## config.mk

```make
export PLATFORM = sky130hd
export DESIGN_NAME = switch_conditioner
export DESIGN_NICKNAME = d
export VERILOG_FILES = /design/src/rtl/switch_conditioner.sv
export SDC_FILE = /design/constraint.sdc
export NUM_CORES = 1
export LEC_CHECK = 0
export CAP_MARGIN = 40
export CORE_MARGIN = 2
export CORE_UTILIZATION = 55
export CTS_CLUSTER_SIZE = 16
export DETAILED_ROUTE_END_ITERATION = 12
export GPL_TIMING_DRIVEN = 0
export PLACE_DENSITY_LB_ADDON = 0.3
export SYNTH_ARGS = -nofsm -noshare
export SYNTH_HDL_FRONTEND = slang
export SYNTH_SLANG_ARGS = --single-unit
```

## constraint.sdc

```tcl
create_clock -name mclk -period 1.9 [get_ports mclk]
set_input_delay 0.19 -clock mclk [delete_from_list [all_inputs] [get_ports mclk]]
set_output_delay 0.19 -clock mclk [all_outputs]
set_load 0.01 [all_outputs]
```

## src/rtl/switch_conditioner.sv

```systemverilog
// ---------------------------------------------------------------------------
// switch_conditioner
//
// Input-side conditioner for the watch. The raw slide-switch bus arrives
// asynchronously to mclk. Each bit is passed through a 2-flop synchronizer,
// debounced by a per-bit counter and edge-detected, so the watch core sees
// clean option levels and single-cycle change pulses.
//
// Parameters
//   WIDTH      number of switch bits conditioned
//   DB_CYCLES  consecutive mclk cycles a new level must hold before it is
//              accepted (legal range >= 2)
//
// Ports
//   mclk        in   1      system clock
//   rst_n       in   1      asynchronous reset, active low
//   sw_raw      in   WIDTH  raw switch levels, asynchronous to mclk
//   sw_stable   out  WIDTH  debounced switch levels (registered)
//   sw_rise     out  WIDTH  1-cycle pulse per bit on an accepted 0->1 change
//   sw_fall     out  WIDTH  1-cycle pulse per bit on an accepted 1->0 change
//   sw_changed  out  1      1-cycle pulse, OR of all accepted changes
//   settled     out  1      1 when no bit has a debounce count in progress
//
// Build option
//   SWCOND_EDGE_EN  when defined, the edge pulse registers are built. When
//                   undefined, sw_rise, sw_fall and sw_changed are tied to 0;
//                   sw_stable and settled behave identically in both builds.
// ---------------------------------------------------------------------------
module switch_conditioner #(
  parameter int WIDTH     = 10,
  parameter int DB_CYCLES = 500000
) (
  input  logic             mclk,
  input  logic             rst_n,
  input  logic [WIDTH-1:0] sw_raw,
  output logic [WIDTH-1:0] sw_stable,
  output logic [WIDTH-1:0] sw_rise,
  output logic [WIDTH-1:0] sw_fall,
  output logic             sw_changed,
  output logic             settled
);

  // DB_CYCLES-1 always fits in $clog2(DB_CYCLES) bits, so the counter
  // saturates at CNT_MAX and never wraps.
  localparam int             CW      = (DB_CYCLES > 2) ? $clog2(DB_CYCLES) : 1;
  localparam logic [CW-1:0]  CNT_MAX = CW'(DB_CYCLES - 1);
  localparam logic [CW-1:0]  CNT_ONE = CW'(1);

  logic [WIDTH-1:0] sync1_q;
  logic [WIDTH-1:0] sync2_q;
  logic [WIDTH-1:0] stable_q;
  logic [WIDTH-1:0] stable_d;
  logic [CW-1:0]    cnt_q [WIDTH];
  logic [CW-1:0]    cnt_d [WIDTH];
  logic             busy_s;

  // Two-flop synchronizer; only the second stage feeds the debouncer.
  always_ff @(posedge mclk or negedge rst_n) begin
    if (!rst_n) begin
      sync1_q <= '0;
      sync2_q <= '0;
    end else begin
      sync1_q <= sw_raw;
      sync2_q <= sync1_q;
    end
  end

  // Debounce next-state: count while s2 differs from the accepted level,
  // accept on the DB_CYCLES-th consecutive differing cycle.
  always_comb begin
    stable_d = stable_q;
    for (int i = 0; i < WIDTH; i++) begin
      cnt_d[i] = '0;
      if (sync2_q[i] == stable_q[i]) begin
        cnt_d[i] = '0;
      end else if (cnt_q[i] == CNT_MAX) begin
        stable_d[i] = sync2_q[i];
        cnt_d[i]    = '0;
      end else begin
        cnt_d[i] = cnt_q[i] + CNT_ONE;
      end
    end
  end

  // Debounce counters and accepted levels.
  always_ff @(posedge mclk or negedge rst_n) begin
    if (!rst_n) begin
      stable_q <= '0;
      for (int i = 0; i < WIDTH; i++) begin
        cnt_q[i] <= '0;
      end
    end else begin
      stable_q <= stable_d;
      for (int i = 0; i < WIDTH; i++) begin
        cnt_q[i] <= cnt_d[i];
      end
    end
  end

  // Any non-zero counter means a bit is still being debounced.
  always_comb begin
    busy_s = 1'b0;
    for (int i = 0; i < WIDTH; i++) begin
      busy_s = busy_s | (|cnt_q[i]);
    end
  end

  assign sw_stable = stable_q;
  assign settled   = ~busy_s;

`ifdef SWCOND_EDGE_EN
  logic [WIDTH-1:0] rise_q;
  logic [WIDTH-1:0] fall_q;
  logic             changed_q;
  logic [WIDTH-1:0] rise_d;
  logic [WIDTH-1:0] fall_d;
  logic             changed_d;

  // Edges are taken from the same next-state that updates stable_q, so a
  // pulse lines up with the first cycle sw_stable shows the new level.
  always_comb begin
    rise_d    = stable_d & ~stable_q;
    fall_d    = ~stable_d & stable_q;
    changed_d = |(stable_d ^ stable_q);
  end

  // Edge pulse registers.
  always_ff @(posedge mclk or negedge rst_n) begin
    if (!rst_n) begin
      rise_q    <= '0;
      fall_q    <= '0;
      changed_q <= 1'b0;
    end else begin
      rise_q    <= rise_d;
      fall_q    <= fall_d;
      changed_q <= changed_d;
    end
  end

  assign sw_rise    = rise_q;
  assign sw_fall    = fall_q;
  assign sw_changed = changed_q;
`else
  assign sw_rise    = '0;
  assign sw_fall    = '0;
  assign sw_changed = 1'b0;
`endif

endmodule

```

After elaboration in Yosys (flattened, before gate mapping)
Index checks and enable logic that the tools add are counted.

operators by class
  divide/modulo/power cells = 0
  add/sub/neg operators = 10
  equality and inequality tests = 20
  reduce and logical (&&, ||, !) cells = 20
  $lt $le $gt $ge = 0
  shift operators = 0
  bitwise logic cells = 20
  muxes and demuxes = 20
  multipliers = 0

operator list
  operator                                                         count
  19-bit 2-to-1 mux                                                20
  19-bit by 1-bit adder with 19-bit output, second input constant  10
  19-bit equality test, second input constant                      10
  19-bit OR reduction                                              10
  2-bit AND reduction                                              10
  1-bit NOT                                                        11
  1-bit equality test                                              10
  1-bit bitwise OR                                                 9

storage, ports and cells
  memories = 0
  RAM bits = 0
  output and inout bits = 32
  word-level logic and storage cells = 112
  ROM bits = 0
  register bits = 220
  latch bits = 0

Logic depth before layout (Yosys ltp)
Gate-level depths: netlist of the first run.

  depth in word-level cells = 11
  mapped depth = 6
  mapped depth without buffers = 6

Worst setup path after synthesis of the first run
No wires, ideal clock.

  path type = reg-to-reg
  from = register cnt_q[57] in the netlist's numbering
  to = register cnt_q[63] in the netlist's numbering
  path slack = -0.073 ns
  data required time = 1.768 ns
  cell stages (with the launch flop) = 6
  data arrival time = 1.841 ns
  path through = dfrtp_1 ha_1 nand4_1 o31ai_2 clkbuf_1 nor2_1

RTL lines
  what                              line  text
  start: declaration                53    logic [CW-1:0] cnt_q [WIDTH];
  start signal: indexed assignment  95    cnt_q[i] <= cnt_d[i];

Final worst setup path of the first run
  from = register cnt_q[141] in the netlist's numbering
  to = output port settled

on the way
  longest elaborated chain between the ends = 10

RTL lines
  what                           line  text
  19-bit OR reduction            104   busy_s = busy_s | (|cnt_q[i]);
  1-bit bitwise OR (8 in a row)  104
  1-bit NOT                      109   assign settled = ~busy_s;
  end: declaration               40    output logic settled

Every way passes these cells.

==> Flow_metrics.wiki, run 1 <==
{| class="wikitable"
! Metric !! Value
|-
| Number of CTS-inserted buffers || 25
|-
| Leading cell types by total area after synthesis || sky130_fd_sc_hd__dfrtp_1, sky130_fd_sc_hd__xnor2_1, sky130_fd_sc_hd__nor2_1
|-
| Vias in the first global route || 8325
|-
| Summed instance area of the synthesized netlist || 11100 sq um
|-
| Post-detailed-placement half-perimeter wirelength || 15600 um
|-
| Number of antenna repair diodes || 0
|-
| Setup slack after layout || -651 ps
|-
| Final setup violation count || 6
|-
| Post-route non-filler standard cell count || 1541
|-
| Last weighted congestion value of the routability-driven placer || 0.870
|-
| Standby leakage power || 5.54 nW
|-
| Register cell area after layout || 5530 sq um
|-
| CTS tree || yes
|-
| Layout fillers || 1497
|-
| Violation count after the first detailed-route iteration || 558
|-
| Hold Crit Class || primary input to flop
|-
| Pwr/cell area || 734 nW/um^2
|-
| Clock Sinks || 220
|-
| Num rows || 51
|-
| Placed Cells incl. Taps || 1456
|-
| Synth async-reset ratio || 1.00
|-
| Number of failing hold endpoints at the final stage || 0
|-
| Aggregate routed wire length || 24700 um
|-
| Number of buffers on the longest clock path || 3
|-
| Number of port buffers || 22
|-
| Reg2reg setup slack || -60 ps
|-
| Die X || 146 um
|-
| Syn Inst Count || 1148
|-
| H-tree level count || 1
|-
| Most frequent standard cell in the layout excluding fill and tap cells || sky130_fd_sc_hd__dfrtp_1
|-
| CP Class || flop to output port
|-
| Total number of nets in the final design || 1292
|-
| Full die area || 21400 sq um
|-
| Via-to-Cell Ratio || 5.78
|-
| Count of flip-flops with a built-in enable after synthesis || 0
|-
| Crit path max-delay family || simple AND/OR/NAND/NOR gates
|-
| Register area share after synthesis || 0.496
|-
| Die height || 146 um
|-
| CP max stage cell || sky130_fd_sc_hd__dfrtp_2
|-
| Most used cells in the layout excluding fill and tap cells || sky130_fd_sc_hd__dfrtp_1, sky130_fd_sc_hd__nor2_1, sky130_fd_sc_hd__xnor2_1, sky130_fd_sc_hd__buf_4, sky130_fd_sc_hd__nand3_1
|-
| Effective utilization at floorplan || 0.565
|-
| Buffer type at the clock tree root || sky130_fd_sc_hd__clkbuf_16
|-
| Total track usage || 0.224
|-
| Routed Antenna Nets || 0
|-
| Max-capacitance violation count || 0
|-
| Failing checks || negative setup slack
|-
| Number of register bits inferred by synthesis || 220
|-
| Required time of the worst setup path || 1710 ps
|-
| Hold slack || 103 ps
|-
| Final count of pins violating max slew || 0
|-
| Average wire length per cell after detail routing || 16.0 um
|-
| Count of boundary I/O pins || 44
|-
| Fraction of layout instances using a drive strength above 1 || 0.205
|-
| Clock period minus worst slack || 2550 ps
|-
| Worst setup EP type || output port
|-
| Insertion delay of the later-clocked pin in the worst-skew pair || 520 ps
|-
| Crit path DAT || 2360 ps
|-
| Rel. slew slack || 0.398
|-
| Overflow after GRT || 0
|-
| Combined buffer and inverter count along the critical path || 1
|-
| Placement-stage worst setup slack || -807 ps
|-
| Startpoint type of the worst setup path || flop
|-
| Pin slew with the least headroom to its limit || 903 ps
|-
| Placeable core region || 19700 sq um
|-
| Fraction of the cycle the final worst path needs || 1.34
|-
| Pin count of the biggest net entering global routing || 124
|-
| Highest attainable clock frequency || 0.392 GHz
|-
| Cell variety after synth || 36
|-
| Largest driver fanout on the critical path || 7
|-
| Relative area change from synthesis to final layout || 21.9%
|-
| DRC violation count after routing || 0
|-
| Share of Yosys cell area claimed by the top area cell type || 0.496
|-
| Mean instance size in the synthesized netlist || 9.68 sq um
|-
| Cell taking the most area after synthesis || sky130_fd_sc_hd__dfrtp_1
|-
| Number of antenna violations at the first check in global routing || 0
|-
| Setup repair after global routing missed its margin || yes
|-
| Clk slew on worst S/H paths || 60 ps
|-
| Status || complete, but fails checks
|-
| Most common flop cell mapped by yosys || sky130_fd_sc_hd__dfrtp_1
|-
| First-pass GRT wire length || 40400 um
|-
| Area used by multi-input combinational logic || 5730 sq um
|-
| Number of warnings reported in the yosys synthesis log || 0
|-
| Cell Chain, Critical Path || nor4_4 -> nand4_1 -> nor4_2 -> and4_1 -> buf_2
|-
| Count of TritonRoute iterations in the first routing pass || 5
|-
| Number of vias in the routed layout || 8914
|-
| Highest cell delay on the worst timing path || 480 ps
|-
| Largest vdd supply drop || 0.560 mV
|-
| Final worst clock skew || 8.73 ps
|}
cell type report:
class | instances | area share
Sequential cell | 220 | 0.408
Buffer | 41 | 0.0195
Inverter | 53 | 0.0147
Multi-Input combinational cell | 837 | 0.423
Tap cell | 265 | 0.0245
Clock inverter | 4 | 0.00194
Clock buffer | 39 | 0.0553
Timing Repair Buffer | 82 | 0.0523
worst reg2reg max path, cell delays in order, from the launching register on:
cell,delay (ps)
sky130_fd_sc_hd__dfrtp_1,360
sky130_fd_sc_hd__buf_4,130
sky130_fd_sc_hd__buf_6,110
sky130_fd_sc_hd__nand2_4,60
sky130_fd_sc_hd__or4_4,570
sky130_fd_sc_hd__or4_4,530
sky130_fd_sc_hd__a21oi_2,130
cells in the mapped netlist, types with 10 or more instances:
master / instances
sky130_fd_sc_hd__inv_1: 53
sky130_fd_sc_hd__a21oi_1: 46
sky130_fd_sc_hd__nor4_1: 71
sky130_fd_sc_hd__nand2_1: 64
sky130_fd_sc_hd__xor2_1: 55
sky130_fd_sc_hd__ha_1: 20
sky130_fd_sc_hd__nor3_1: 26
sky130_fd_sc_hd__o31ai_2: 10
sky130_fd_sc_hd__clkbuf_1: 29
sky130_fd_sc_hd__dfrtp_1: 220
sky130_fd_sc_hd__or2_2: 10
sky130_fd_sc_hd__buf_4: 22
sky130_fd_sc_hd__o31ai_1: 17
sky130_fd_sc_hd__and4_1: 19
sky130_fd_sc_hd__xnor2_1: 79
sky130_fd_sc_hd__nand4_1: 47
sky130_fd_sc_hd__nor2_1: 155
sky130_fd_sc_hd__mux2_2: 10
sky130_fd_sc_hd__or3_1: 29
sky130_fd_sc_hd__nand3_1: 73
sky130_fd_sc_hd__o21ai_0: 23
sky130_fd_sc_hd__or4_1: 19
cells by family after synthesis:
logic type / count (synthesis) / synth area share
AOI/OAI and AO/OA: 102 / 0.0587
xor gates and xnor gates: 134 / 0.106
adders and majority gates: 20 / 0.0225
buffers and inverters: 111 / 0.0457
DFF: 220 / 0.496
muxes: 10 / 0.0101
other: 1 / 0.000338
and+or+nand+nor: 550 / 0.261
sequential cells by signal, indices dropped and copies added, names as in the netlist:
signal     flops
cnt_q        190
sw_stable     10
sync1_q       10
sync2_q       10
per-layer routing:
metal,share of wire,wire length (um),GRT usage
met1,0.45,11200,0.317
met2,0.48,11900,0.369
met3,0.043,1070,0.0350
met4,0.023,568,0.0500
met5,0,0,0
worst paths after layout:
path | startpoint | end | cells past startpoint
max in group asynchronous | rst_n | cnt_q[26] | 3
min in group asynchronous | rst_n | cnt_q[144] | 2
min | sw_raw[8] | sync1_q[8] | 1
max | cnt_q[141] | settled | 5
min reg2reg | sync1_q[2] | sync2_q[2] | 0
max reg2reg | cnt_q[95] | cnt_q[112] | 6
report_power, final:
group / switching, mW / internal (mW)
Combinational: 0.344 / 0.250
Sequential: 0.0685 / 4.76
Clock: 1.84 / 2.68
per-stage QoR:
step,setup TNS (ps),utilization,cell area (sq um),total power [mW]
after floorplan,0,-,11200,5.18
after global placement,-1906300,0.599,11800,5.37
after detailed placement,-47760,0.601,11800,5.39
after CTS,-6960,0.670,13200,9.97
after global routing,-2180,0.689,13500,10.3
final,-789,0.689,13500,9.94
timing repair:
item / 4_1_cts / 5_1_grt
resized for setup: 74 / 69
hold buffers: 1 / 0
endpoints found under the hold margin: 122 / 0
setup endpoints to repair: 162 / 89
pin swaps: 32 / 24
cloned: 0 / 1
buffers inserted: 35 / 23
(Power assumes the default switching activity.)
==> run 2: changes to the inputs <==
- ABC_AREA: unset -> 1
- CORE_UTILIZATION: 55 -> 56
- CTS_CLUSTER_SIZE: 16 -> unset
==> Flow_metrics.wiki, run 2 <==
{| class="wikitable"
! Metric !! Value
|-
| Status || complete, but fails checks
|-
| Failing checks || negative setup slack
|-
| Number of buffers on the longest clock path || 3
|-
| Aggregate routed wire length || 27200 um
|-
| Number of register bits inferred by synthesis || 220
|-
| Highest attainable clock frequency || 0.443 GHz
|-
| Total track usage || 0.241
|-
| Max FFs per register || 190
|-
| Post-detailed-placement half-perimeter wirelength || 19300 um
|-
| Vias in the first global route || 10100
|-
| Pin count of the biggest net entering global routing || 123
|-
| Cell taking the most area after synthesis || sky130_fd_sc_hd__dfrtp_1
|-
| Most frequent standard cell in the layout excluding fill and tap cells || sky130_fd_sc_hd__nor2_1
|-
| Rel. slew slack || 0.414
|-
| Placeable core region || 21600 sq um
|-
| Number of antenna violations at the first check in global routing || 0
|-
| Register containing the most flip-flops in the final layout || cnt_q
|-
| Share of Yosys cell area claimed by the top area cell type || 0.450
|-
| Final setup violation count || 1
|-
| Insertion delay of the later-clocked pin in the worst-skew pair || 540 ps
|-
| Number of CTS-inserted buffers || 25
|-
| DRC violation count after routing || 0
|-
| Highest cell delay on the worst timing path || 380 ps
|-
| Overflow after GRT || 0
|-
| Setup slack after layout || -357 ps
|-
| Via-to-Cell Ratio || 5.19
|-
| Combined buffer and inverter count along the critical path || 2
|-
| Buffer type at the clock tree root || sky130_fd_sc_hd__clkbuf_16
|-
| Highest Signal Layer || met4
|-
| Count of flip-flops with a built-in enable after synthesis || 0
|-
| Fraction of layout instances using a drive strength above 1 || 0.0893
|-
| Violation count after the first detailed-route iteration || 724
|-
| H-tree level count || 1
|-
| CTS tree || yes
|-
| Final worst clock skew || 19.5 ps
|-
| Cell Chain, Critical Path || inv_1 -> ha_2 -> nand2_2 -> nor2_2 -> nand2_1 -> nor2_1 -> nand2_1 -> nor2_1 -> nand2_1 -> nor2_2 -> buf_6
|-
| Pwr/cell area || 750 nW/um^2
|-
| Number of port buffers || 22
|-
| Standby leakage power || 6.43 nW
|-
| Relative area change from synthesis to final layout || 15.4%
|-
| Routed met1 length || 12000 um
|-
| Clk slew on worst S/H paths || 60 ps
|-
| Startpoint type of the worst setup path || flop
|-
| Most repeated cell in the gate-level netlist after synthesis || sky130_fd_sc_hd__nor2_1
|-
| CP max stage cell || sky130_fd_sc_hd__dfrtp_1
|-
| Synth async-reset ratio || 1.00
|-
| Layout fillers || 1856
|-
| Leading cell types by total area after synthesis || sky130_fd_sc_hd__dfrtp_1, sky130_fd_sc_hd__nor2_1, sky130_fd_sc_hd__nand2_1
|-
| Top cells by count, synth || sky130_fd_sc_hd__nor2_1, sky130_fd_sc_hd__nand2_1, sky130_fd_sc_hd__dfrtp_1
|-
| Most common flop cell mapped by yosys || sky130_fd_sc_hd__dfrtp_1
|-
| Routed Antenna Nets || 0
|-
| Dominant cell type by count on the critical path || sky130_fd_sc_hd__nand2_1
|-
| CP Class || flop to output port
|-
| Required time of the worst setup path || 1710 ps
|-
| Last weighted congestion value of the routability-driven placer || 0.921
|-
| Hold Crit Class || primary input to flop
|-
| Number of vias in the routed layout || 10600
|-
| Mean instance size in the synthesized netlist || 7.43 sq um
|-
| Number of warnings reported in the yosys synthesis log || 0
|-
| Summed instance area of the synthesized netlist || 12200 sq um
|-
| Largest driver fanout on the critical path || 2
|-
| Most used cells in the layout excluding fill and tap cells || sky130_fd_sc_hd__nor2_1, sky130_fd_sc_hd__nand2_1, sky130_fd_sc_hd__dfrtp_1, sky130_fd_sc_hd__inv_1, sky130_fd_sc_hd__nand3_1
|-
| Crit path DAT || 2070 ps
|-
| Largest vdd supply drop || 0.812 mV
|-
| Layout Utilization || 0.653
|-
| Worst setup EP type || output port
|-
| Syn Inst Count || 1645
|-
| Met2 routed WL || 13400 um
|-
| Num rows || 54
|-
| Crit path max-delay family || simple AND/OR/NAND/NOR gates
|-
| Total number of nets in the final design || 1772
|-
| Clock period minus worst slack || 2260 ps
|-
| Register area share after synthesis || 0.450
|-
| Die X || 152 um
|-
| Number of failing hold endpoints at the final stage || 0
|-
| Count of TritonRoute iterations in the first routing pass || 5
|-
| Max-capacitance violation count || 0
|-
| Clock Sinks || 220
|-
| Final count of pins violating max slew || 0
|-
| Hold slack || 85.4 ps
|-
| Number of antenna repair diodes || 0
|-
| Detailed route wirelength on metal3 || 1150 um
|-
| First-pass GRT wire length || 45700 um
|-
| Pin slew with the least headroom to its limit || 873 ps
|-
| Count of boundary I/O pins || 44
|-
| Setup repair after global routing missed its margin || yes
|-
| Cell variety after synth || 33
|-
| Effective utilization at floorplan || 0.566
|-
| Full die area || 23000 sq um
|-
| Die height || 152 um
|-
| Fraction of the cycle the final worst path needs || 1.19
|-
| Average wire length per cell after detail routing || 13.4 um
|}
## run 2: per-layer routing
layer  vias to the layer above  global-route usage
li1                       5302                   -
met1                      4960               0.314
met2                       254               0.421
met3                        52              0.0344
met4                         0              0.0667
met5                         -                   0
## run 2: final cells by class
class                           count  area, sq um  share of cell area
Buffer                             31          200              0.0142
Clock buffer                       35          703              0.0498
Clock inverter                     10          193              0.0137
Inverter                          219          822              0.0582
Multi-Input combinational cell   1195         5870               0.416
Sequential cell                   220         5510               0.390
Tap cell                          280          350              0.0248
Timing Repair Buffer               48          464              0.0329
## run 2: power breakdown
part | internal (mW) | leakage [nW] | switching [mW] | total, mW
sequential | 4.76 | 3.00 | 0.0549 | 4.81
combinational | 0.221 | 2.99 | 0.351 | 0.573
clock | 3.27 | 0.436 | 1.93 | 5.20
total | 8.25 | 6.43 | 2.34 | 10.6
## run 2: repair_timing
| action | in CTS | in global routing |
|---|---|---|
| endpoints found under the setup margin | 1 | 27 |
| hold buffers | 1 | 0 |
| pin swaps | 12 | 20 |
| hold endpoints to repair | 121 | 0 |
| buffers inserted | 8 | 14 |
| gates resized for setup | 15 | 20 |
## run 2: final timing paths
kind | start | to | slack, ps | depth (start not counted)
max | cnt_q[57] | settled | -360 | 11
min | sw_raw[4] | sync1_q[4] | 90 | 1
max reg2reg | cnt_q[95] | cnt_q[112] | 90 | 8
min reg2reg | sync1_q[1] | sync2_q[1] | 350 | 0
max in group asynchronous | rst_n | cnt_q[31] | 690 | 4
min in group asynchronous | rst_n | cnt_q[145] | 320 | 3
## run 2: cell families after synthesis
group,synth area share
AND/OR/NAND/NOR,0.357
flip-flops,0.450
XOR/XNOR,0.0602
buffers and inverters,0.0836
AO/OA/AOI/OAI,0.0281
adder cells (fa/ha/maj),0.0205
other,0.000307
## run 2: metrics by stage
step,setup TNS [ps],setup WS (ps),total power [mW],std cells,cell area [sq um]
after floorplan,0,502,5.16,1665,12300
after global placement,-1894620,-8640,5.37,1967,12900
after detailed placement,-326,-326,5.39,1970,12900
after CTS,-357,-357,10.7,2024,13900
after global routing,-601,-464,11.0,2038,14100
final,-357,-357,10.6,2038,14100
==> run 3: changes to the inputs <==
- CORE_MARGIN: 2 -> 5
==> Flow_metrics.wiki, run 3 (same netlist as run 2, synthesis figures left out) <==
{| class="wikitable"
! Metric !! Value
|-
| DRC violation count after routing || 0
|-
| Placement-stage worst setup slack || -329 ps
|-
| Most frequent standard cell in the layout excluding fill and tap cells || sky130_fd_sc_hd__nor2_1
|-
| Worst setup EP type || output port
|-
| Count of boundary I/O pins || 44
|-
| Pwr/cell area || 741 nW/um^2
|-
| Total power || 10.3 mW
|-
| Global-route track usage on met1 || 0.298
|-
| Number of antenna violations at the first check in global routing || 0
|-
| First-pass GRT wire length || 45800 um
|-
| Overflow after GRT || 0
|-
| Register containing the most flip-flops in the final layout || cnt_q
|-
| Failing checks || negative setup slack
|-
| Number of CTS-inserted buffers || 25
|-
| Combined buffer and inverter count along the critical path || 2
|-
| CP max stage cell || sky130_fd_sc_hd__dfrtp_1
|-
| Pin count of the biggest net entering global routing || 114
|-
| CTS tree || yes
|-
| Global Route met3 Usage || 0.0293
|-
| Last weighted congestion value of the routability-driven placer || 0.913
|-
| Number of port buffers || 22
|-
| Standby leakage power || 6.36 nW
|-
| Total track usage || 0.218
|-
| Register cell area after layout || 5510 sq um
|-
| Fraction of the cycle the final worst path needs || 1.17
|-
| Clock Sinks || 220
|-
| Average wire length per cell after detail routing || 12.9 um
|-
| Post-detailed-placement half-perimeter wirelength || 19200 um
|-
| Insertion delay of the later-clocked pin in the worst-skew pair || 530 ps
|-
| Most used cells in the layout excluding fill and tap cells || sky130_fd_sc_hd__nor2_1, sky130_fd_sc_hd__nand2_1, sky130_fd_sc_hd__dfrtp_1, sky130_fd_sc_hd__inv_1, sky130_fd_sc_hd__nand3_1
|-
| Max-capacitance violation count || 0
|-
| Status || complete, but fails checks
|-
| Rel. slew slack || 0.393
|-
| Reg2reg setup slack || 150 ps
|-
| H-tree level count || 1
|-
| Die height || 158 um
|-
| Layer carrying the most global-route usage || met2
|-
| Aggregate routed wire length || 26200 um
|-
| Setup repair after global routing missed its margin || yes
|-
| Number of failing hold endpoints at the final stage || 0
|-
| Final standard cell area without fillers || 13900 sq um
|-
| Num rows || 54
|-
| Largest vdd supply drop || 0.739 mV
|-
| Placeable core region || 21700 sq um
|-
| Full die area || 24900 sq um
|-
| Hold slack || 93.0 ps
|-
| Crit path DAT || 2030 ps
|-
| Buffer type at the clock tree root || sky130_fd_sc_hd__clkbuf_16
|-
| Fraction of layout instances using a drive strength above 1 || 0.0850
|-
| Number of vias in the routed layout || 10300
|-
| Max FFs per register || 190
|-
| Crit path max-delay family || simple AND/OR/NAND/NOR gates
|-
| Largest driver fanout on the critical path || 2
|-
| Final count of pins violating max slew || 0
|-
| Count of TritonRoute iterations in the first routing pass || 7
|-
| Cell Chain, Critical Path || inv_1 -> ha_1 -> nand2_1 -> nor2_1 -> nand2_1 -> nor2_2 -> nand2_1 -> nor2_2 -> nand2_1 -> nor2_2 -> buf_2
|-
| Violation count after the first detailed-route iteration || 793
|-
| Startpoint type of the worst setup path || flop
|-
| Placement-stage cell area || 12900 sq um
|-
| Relative area change from synthesis to final layout || 14.0%
|-
| Vias in the first global route || 10000
|-
| Effective utilization at floorplan || 0.564
|-
| CP Class || flop to output port
|-
| Pin slew with the least headroom to its limit || 904 ps
|-
| Clock period minus worst slack || 2220 ps
|-
| Final setup violation count || 1
|-
| Final worst clock skew || 19.1 ps
|-
| Clk slew on worst S/H paths || 60 ps
|-
| Number of buffers on the longest clock path || 3
|-
| Required time of the worst setup path || 1710 ps
|-
| Number of antenna repair diodes || 0
|-
| Met2 track demand over resource || 0.372
|-
| Highest cell delay on the worst timing path || 380 ps
|-
| Area used by multi-input combinational logic || 5850 sq um
|-
| Total number of nets in the final design || 1756
|-
| Via-to-Cell Ratio || 5.10
|-
| Highest attainable clock frequency || 0.450 GHz
|-
| Routed Antenna Nets || 0
|-
| Sum of negative setup slack || -321 ps
|-
| Hold Crit Class || primary input to flop
|-
| Dominant cell type by count on the critical path || sky130_fd_sc_hd__nand2_1
|-
| Setup slack after layout || -321 ps
|-
| Layout fillers || 1854
|-
| Die X || 158 um
|}
==> run 3: cell count changes in the layout (fill, tap and decap cells not counted), moves of 4 or more <==
cell | previous run | this run
sky130_fd_sc_hd__nor2_1 | 388 | 383
sky130_fd_sc_hd__nor2_2 | 25 | 29
sky130_fd_sc_hd__clkbuf_8 | 4 | 8
sky130_fd_sc_hd__ha_1 | 15 | 20
sky130_fd_sc_hd__buf_4 | 44 | 30
==> run 3: final timing paths <==
path,start,cells past startpoint,end
setup / recovery,cnt_q[19],11,settled
setup reg to reg,cnt_q[57],9,cnt_q[74]
max in group asynchronous,rst_n,3,cnt_q[49]
min in group asynchronous,rst_n,2,cnt_q[106]
hold / removal,sw_raw[3],1,sync1_q[3]
hold reg to reg,sync1_q[6],0,sync2_q[6]
==> run 3: routing by layer <==
layer / vias to the layer above / part of all wire
met5: - / 0
met4: 0 / 0.021
met3: 45 / 0.044
met2: 225 / 0.48
met1: 4754 / 0.45
li1: 5283 / -
==> run 3: through the flow <==
| stage | cells | util |
|---|---|---|
| after CTS | 2019 | 0.640 |
| after global placement | 1967 | 0.594 |
| after floorplan | 1665 | - |
| final | 2022 | 0.643 |
| after detailed placement | 1969 | 0.595 |
| after global routing | 2022 | 0.643 |
==> run 3: final cells by class <==
cell class / instances / share of cell area
multi-input combinational: 1195 / 0.420
timing repair buffer: 33 / 0.0233
tap: 280 / 0.0251
clock inverter: 8 / 0.00934
buffer: 30 / 0.0141
clock buffer: 37 / 0.0539
sequential: 220 / 0.395
inverter: 219 / 0.0590
==> run 3: what timing repair did <==
item / in CTS / in global routing
hold buffers: 1 / 0
setup buffers: 5 / 3
endpoints found under the hold margin: 107 / 0
resized for setup: 17 / 18
pin swaps: 7 / 3
setup endpoints to repair: 1 / 30
cloned: 0 / 0
==> run 3: power by group <==
part	switching [mW]	leakage [nW]	total, mW	internal, mW
sequential	0.0593	3.00	4.82	4.76
combinational	0.322	2.92	0.496	0.174
clock	1.87	0.438	5.01	3.14
total	2.25	6.36	10.3	8.07
